## config.mk

```make
export PLATFORM = sky130hd
export DESIGN_NAME = reu_sdram_bridge
export DESIGN_NICKNAME = d
export VERILOG_FILES = /design/src/rtl/reu_pkg.sv /design/src/rtl/reu_req_slot.sv /design/src/rtl/reu_sdram_bridge.sv
export SDC_FILE = /design/constraint.sdc
export NUM_CORES = 1
export LEC_CHECK = 0
export BUFFER_PORTS_ARGS = -buffer_cell sky130_fd_sc_hd__buf_4
export CAP_MARGIN = 20
export CELL_PAD_IN_SITES_DETAIL_PLACEMENT = 1
export CELL_PAD_IN_SITES_GLOBAL_PLACEMENT = 1
export CORE_UTILIZATION = 43
export CTS_BUF_LIST = sky130_fd_sc_hd__clkbuf_16
export DETAILED_ROUTE_END_ITERATION = 7
export GPL_ROUTABILITY_DRIVEN = 0
export PLACE_DENSITY_LB_ADDON = 0.1
export SLEW_MARGIN = 10
export SYNTH_ARGS = -nofsm -noshare
export SYNTH_HDL_FRONTEND = slang
export SYNTH_SLANG_ARGS = --single-unit
```

## constraint.sdc

```tcl
create_clock -name clk -period 3.51 [get_ports clk]
set_clock_uncertainty 0.05 [all_clocks]
set_input_delay 0.5265 -clock clk [delete_from_list [all_inputs] [get_ports clk]]
set_output_delay 0.5265 -clock clk [all_outputs]
set_load 0.01 [all_outputs]
```

## src/rtl/reu_pkg.sv

```systemverilog
// Shared types and constants for the REU-to-SDRAM bridge.
package reu_pkg;

    typedef enum logic [1:0] {
        IDLE     = 2'd0,
        ISSUE    = 2'd1,
        WAIT_ACK = 2'd2,
        DELIVER  = 2'd3
    } reu_state_e;

    typedef struct packed {
        logic [24:0] addr;
        logic [7:0]  dout;
        logic        we;
    } reu_req_t;

    localparam int          EXT_LEN_DEF   = 4;
    localparam int          TO_CYCLES_DEF = 255;
    localparam logic [7:0]  RDATA_IDLE    = 8'hFF;

endpackage

```

## src/rtl/reu_req_slot.sv

```systemverilog
// One-deep holding register for a REU access that arrives while the bridge is busy.
module reu_req_slot
    import reu_pkg::*;
(
    input  logic     clk,
    input  logic     reset,
    input  logic     load_i,
    input  logic     pop_i,
    input  reu_req_t req_i,
    output reu_req_t req_o,
    output logic     valid_o
);

    reu_req_t req_q;
    logic     valid_q;

    // NOTE: sequential state is always written with <= so every flop samples
    // pre-edge values regardless of statement order.
    always_ff @(posedge clk) begin
        if (reset) begin
            req_q   <= '0;
            valid_q <= 1'b0;
        end else begin
            if (load_i) begin
                req_q   <= req_i;
                valid_q <= 1'b1;
            end else if (pop_i) begin
                valid_q <= 1'b0;
            end
        end
    end

    assign req_o   = req_q;
    assign valid_o = valid_q;

endmodule

```

## src/rtl/reu_sdram_bridge.sv

```systemverilog
// Converts REU RAM strobes into a level SDRAM request and paces completion with ext_cyc.
// Optional ack timeout enabled by defining REU_BRIDGE_TIMEOUT_EN.
module reu_sdram_bridge
    import reu_pkg::*;
#(
    parameter int EXT_LEN   = EXT_LEN_DEF,
    parameter int TO_CYCLES = TO_CYCLES_DEF
) (
    input  logic        clk,
    input  logic        reset,
    input  logic [24:0] req_addr,
    input  logic [7:0]  req_dout,
    input  logic        req_ce,
    input  logic        req_we,
    output logic [7:0]  req_din,
    output logic        ext_cyc,
    output logic [24:0] sd_addr,
    output logic [7:0]  sd_dout,
    output logic        sd_we,
    output logic        sd_req,
    input  logic        sd_ack,
    input  logic [7:0]  sd_din,
    output logic        err
);

    localparam logic [3:0] EXT_LAST = 4'(EXT_LEN - 1);
    localparam logic [7:0] TO_LAST  = 8'(TO_CYCLES - 1);

    reu_state_e  state_q, state_d;
    logic        req_ce_q;
    logic [3:0]  ext_cnt_q, ext_cnt_d;
    logic [24:0] sd_addr_q, sd_addr_d;
    logic [7:0]  sd_dout_q, sd_dout_d;
    logic        sd_we_q, sd_we_d;
    logic        sd_req_q, sd_req_d;
    logic [7:0]  req_din_q, req_din_d;

    logic        rise;
    logic        take;
    logic        pop;
    logic        load;
    logic        slot_valid;
    reu_req_t    slot_req;
    reu_req_t    new_req;

`ifdef REU_BRIDGE_TIMEOUT_EN
    logic [7:0]  to_cnt_q, to_cnt_d;
    logic        err_q, err_d;
`else
    logic        unused_to;
    assign unused_to = ^TO_LAST;
`endif

    assign rise    = req_ce & ~req_ce_q;
    assign new_req = '{addr: req_addr, dout: req_dout, we: req_we};

    reu_req_slot u_slot (
        .clk     (clk),
        .reset   (reset),
        .load_i  (load),
        .pop_i   (pop),
        .req_i   (new_req),
        .req_o   (slot_req),
        .valid_o (slot_valid)
    );

    // NOTE: every signal assigned here gets a default first, so no path can
    // leave it unassigned and infer a latch.
    always_comb begin
        state_d   = state_q;
        ext_cnt_d = ext_cnt_q;
        sd_addr_d = sd_addr_q;
        sd_dout_d = sd_dout_q;
        sd_we_d   = sd_we_q;
        sd_req_d  = sd_req_q;
        req_din_d = req_din_q;
        take      = 1'b0;
        pop       = 1'b0;
`ifdef REU_BRIDGE_TIMEOUT_EN
        to_cnt_d  = to_cnt_q;
        err_d     = err_q;
`endif

        case (state_q)
            IDLE: begin
                if (rise) begin
                    take    = 1'b1;
                    state_d = ISSUE;
                end
            end
            ISSUE: begin
                sd_req_d = 1'b1;
                state_d  = WAIT_ACK;
`ifdef REU_BRIDGE_TIMEOUT_EN
                to_cnt_d = '0;
`endif
            end
            WAIT_ACK: begin
                if (sd_ack) begin
                    sd_req_d  = 1'b0;
                    ext_cnt_d = '0;
                    state_d   = DELIVER;
                    if (!sd_we_q) req_din_d = sd_din;
`ifdef REU_BRIDGE_TIMEOUT_EN
                end else if (to_cnt_q == TO_LAST) begin
                    sd_req_d  = 1'b0;
                    ext_cnt_d = '0;
                    err_d     = 1'b1;
                    state_d   = DELIVER;
                    if (!sd_we_q) req_din_d = RDATA_IDLE;
                end else begin
                    to_cnt_d = to_cnt_q + 8'd1;
`endif
                end
            end
            DELIVER: begin
                if (ext_cnt_q == EXT_LAST) begin
                    // A parked request goes first; a fresh edge then refills the slot.
                    if (slot_valid) begin
                        pop     = 1'b1;
                        state_d = ISSUE;
                    end else if (rise) begin
                        take    = 1'b1;
                        state_d = ISSUE;
                    end else begin
                        state_d = IDLE;
                    end
                end else begin
                    ext_cnt_d = ext_cnt_q + 4'd1;
                end
            end
            default: state_d = IDLE;
        endcase

        if (take) begin
            sd_addr_d = new_req.addr;
            sd_dout_d = new_req.dout;
            sd_we_d   = new_req.we;
        end else if (pop) begin
            sd_addr_d = slot_req.addr;
            sd_dout_d = slot_req.dout;
            sd_we_d   = slot_req.we;
        end
    end

    // An edge that cannot start an access is parked unless the slot stays full.
    assign load = rise & ~take & (~slot_valid | pop);

    always_ff @(posedge clk) begin
        if (reset) begin
            state_q   <= IDLE;
            req_ce_q  <= 1'b0;
            ext_cnt_q <= '0;
            sd_addr_q <= '0;
            sd_dout_q <= '0;
            sd_we_q   <= 1'b0;
            sd_req_q  <= 1'b0;
            req_din_q <= RDATA_IDLE;
`ifdef REU_BRIDGE_TIMEOUT_EN
            to_cnt_q  <= '0;
            err_q     <= 1'b0;
`endif
        end else begin
            state_q   <= state_d;
            req_ce_q  <= req_ce;
            ext_cnt_q <= ext_cnt_d;
            sd_addr_q <= sd_addr_d;
            sd_dout_q <= sd_dout_d;
            sd_we_q   <= sd_we_d;
            sd_req_q  <= sd_req_d;
            req_din_q <= req_din_d;
`ifdef REU_BRIDGE_TIMEOUT_EN
            to_cnt_q  <= to_cnt_d;
            err_q     <= err_d;
`endif
        end
    end

    assign ext_cyc = (state_q == DELIVER);
    assign sd_addr = sd_addr_q;
    assign sd_dout = sd_dout_q;
    assign sd_we   = sd_we_q;
    assign sd_req  = sd_req_q;
    assign req_din = req_din_q;
`ifdef REU_BRIDGE_TIMEOUT_EN
    assign err     = err_q;
`else
    assign err     = 1'b0;
`endif

endmodule

```

==> results by group <==
Synth
  • Post-synthesis sequential area ratio: 43.72%
  • Syn avg cell area: about 9.1 um^2
  • Yosys reg bits: 85
  • Asr flop ratio synth: 0%
  • Cells after synthesis: 429
  • Synth top area share: 43.72%
  • Ys flop type: dfxtp_1
  • Post-synth net total: 481
  • Netlist cell types: 35
  • Synth area leaders: dfxtp_1 (44%), nand2b_1 (11%), mux2i_1 (9.3%), a311oi_1 (7.7%), nand3_1 (4.5%)
  • Post-synth EDFFs: 0
  • Post-synthesis cell area: around 4000 um^2
  • YS warnings: 0
  • Post-synth top area cell: dfxtp_1

Timing
  • Fin crit period: approximately 2.7 ns
  • Worst-margin pin slew: a little under 1 ns
  • Max Freq: 0.3708 GHz
  • Setup TNS: 0 ns
  • RSZ-0062 raised after global routing: no
  • Crit share post-route: between 70 and 80%
  • Fin. Hold Viols: 0
  • Max-slew violations: 0
  • Final setup fails: 0
  • Slew HR: approximately 35%

Finish
  • Synth-to-Final Area Change: 24.56%
  • Most frequent cells in the layout: buf_4 (96), dfxtp_1 (85), nand2b_1 (69), nor2_1 (44)
  • Layout net count: between 500 and 600
  • Fin cells: between 600 and 700
  • Post-route cell area: between 4000 and 5000 um^2
  • # diodes: 0
  • Commonest non-fill, non-tap cell in the layout: buf_4
  • Share of post-route cells with drive strength above 1: between 20% and 30%

Clock network
  • Postcts setup bufs: 0
  • TritonCTS Sinks: 85
  • CTS H-tree depth: 3
  • Later-pin clock latency in the skew report: approximately 0.34 ns
  • Root buffer cell: clkbuf_16
  • Quantity of gates resized following cts: 0
  • CTS tree: yes
  • Clock transition at path regs: around 0.070 ns
  • Cts hold-fix bufs: 0
  • CTS max path bufs: 2
  • CTS buffer count: 9

Routing
  • Vias per inst: ~5.4
  • Post-route ant nets: 0
  • Met3 wire len: 519 um
  • Router iterations before antenna repair: 4
  • DR vias: ~3.3k
  • Max Used Layer: met4
  • Routed met1 length: approximately 4.6 mm
  • Wirelength, routed: 9.979 mm
  • # DRC: 0
  • DR iter-0 viols: between 100 and 150
  • DR WL/cell: around 16 um
  • Met2 wire len: 4.805 mm

Setup path
  • CP Launch Type: flop
  • Worst-path fanout max: 45
  • Worst Setup Path Type: reg2reg
  • Reg2Reg Depth: 6
  • Critical path required time: between 3 and 4 ns
  • Worst setup EP type: flop
  • Crit path DAT: around 2.9 ns

GRT
  • GR Util All Layers: 21.68%
  • Vias in the first global route: around 3.4k
  • Gr ovfl total: 0
  • First-pass GRT wire length: 16.76 mm
  • Largest net degree at the start of global routing: between 100 and 150
  • Initial antenna violation count: 0

Min path
  • Class of the worst hold path: in2reg
  • Hold path cells: 2

Floorplan
  • Site Rows: 34
  • Initial Util: 44.42%
  • DIE WIDTH: 97.15 um
  • I/O pin total: 91
  • Die H: roughly 97 um
  • Core area: ~8800 um^2
  • Die Area: about 9400 um^2

Placed design
  • Port Buffers: between 80 and 90
  • Cells after DPL: slightly below 600
  • Placed Instance Area: ~4500 um^2
  • DP HPWL: around 6.5 mm

Power and ir drop
  • P per Cell Area: about 720 nW/um^2
  • Leakage: 1.877 nW
  • Maximum VDD drop: about 380 uV

Job
  • MaxCap Viol Count: 0

Outcome
  • Run status: completed
-- final cells by class --
cell class	instances	area (um^2)
clock buffers	9	225.2
clock inverters	7	73.82
fillers	1019	3915
inverters	3	11.26
multi-input cells	303	1981
flip-flops and latches	85	1702
well taps	108	135.1
repair buffers	96	720.7
-- registers in the layout, indices dropped and copies added, names as in the netlist --
signal and flops:
u_slot.req_o 34, sd_addr 25, req_din 8, sd_dout 8
ext_cnt_q 4, state_q 2, req_ce_q 1, sd_req 1
sd_we 1, u_slot.valid_o 1
-- through the flow --
step / util [%] / hold WS, ns / setup WS (ns) / total power [mW]
6_report: 55.33 / 0.3415 / 0.8129 / 3.480
5_1_grt: 55.33 / 0.3299 / 0.6247 / 3.692
4_1_cts: 55.33 / 0.3339 / 0.8020 / 3.520
3_5_place_dp: 51.91 / 0.4173 / 0.8502 / 2.544
3_3_place_gp: 51.91 / 0.4086 / 1.011 / 2.492
2_1_floorplan: - / 0.3989 / 1.568 / 2.102
-- synth_stat cells, types with 3 or more instances --
cell,count
nand2_1,36
clkbuf_1,22
buf_2,9
ha_1,6
nand3_1,35
a211o_1,8
nor2b_1,13
dfxtp_1,85
nand2b_1,69
nor2_1,44
a311oi_1,34
buf_6,5
inv_1,3
mux2i_1,36
-- report_power, final --
part / switching, mW / leakage [nW] / internal, mW / total (mW)
clock: 0.404 / 0.146 / 0.555 / 0.959
sequential: 0.144 / 0.695 / 1.22 / 1.36
combinational: 0.620 / 1.04 / 0.539 / 1.16
total: 1.17 / 1.88 / 2.31 / 3.48
-- final timing paths --
kind / to / from / slack [ns]
worst min-delay path: req_din[1] / sd_din[1] / 0.34
worst max-delay path: sd_we / state_q[1] / 0.81
worst min register to register: u_slot.req_o[19] / u_slot.req_o[19] / 0.43
worst max register to register: sd_we / state_q[1] / 0.81
-- per-layer routing --
layer	vias to the layer above	global-route usage (%)
li1	1630	-
met3	8	6.403
met4	0	5.281
met5	-	0
met1	1611	27.84
met2	73	35.70
-- cells by family after synthesis --
group	after synthesis	share of synthesized area (%)
AO/OA/AOI/OAI	55	12.44
XOR/XNOR	2	0.4501
adder cells (fa/ha/maj)	6	1.929
buffers and inverters	41	5.400
flip-flops	85	43.72
multiplexers	36	9.258
other	1	0.09634
AND/OR/NAND/NOR	203	26.71
-- worst max-delay path: stages, from the launching register on --
cell and delay, ns:
dfxtp_1 0.34, ha_1 0.29, and4bb_2 0.36, a31oi_4 0.62, buf_4 0.51, nor2_1 0.08, a311oi_1 0.30
No activity file was read; power rests on OpenSTA's default activity.
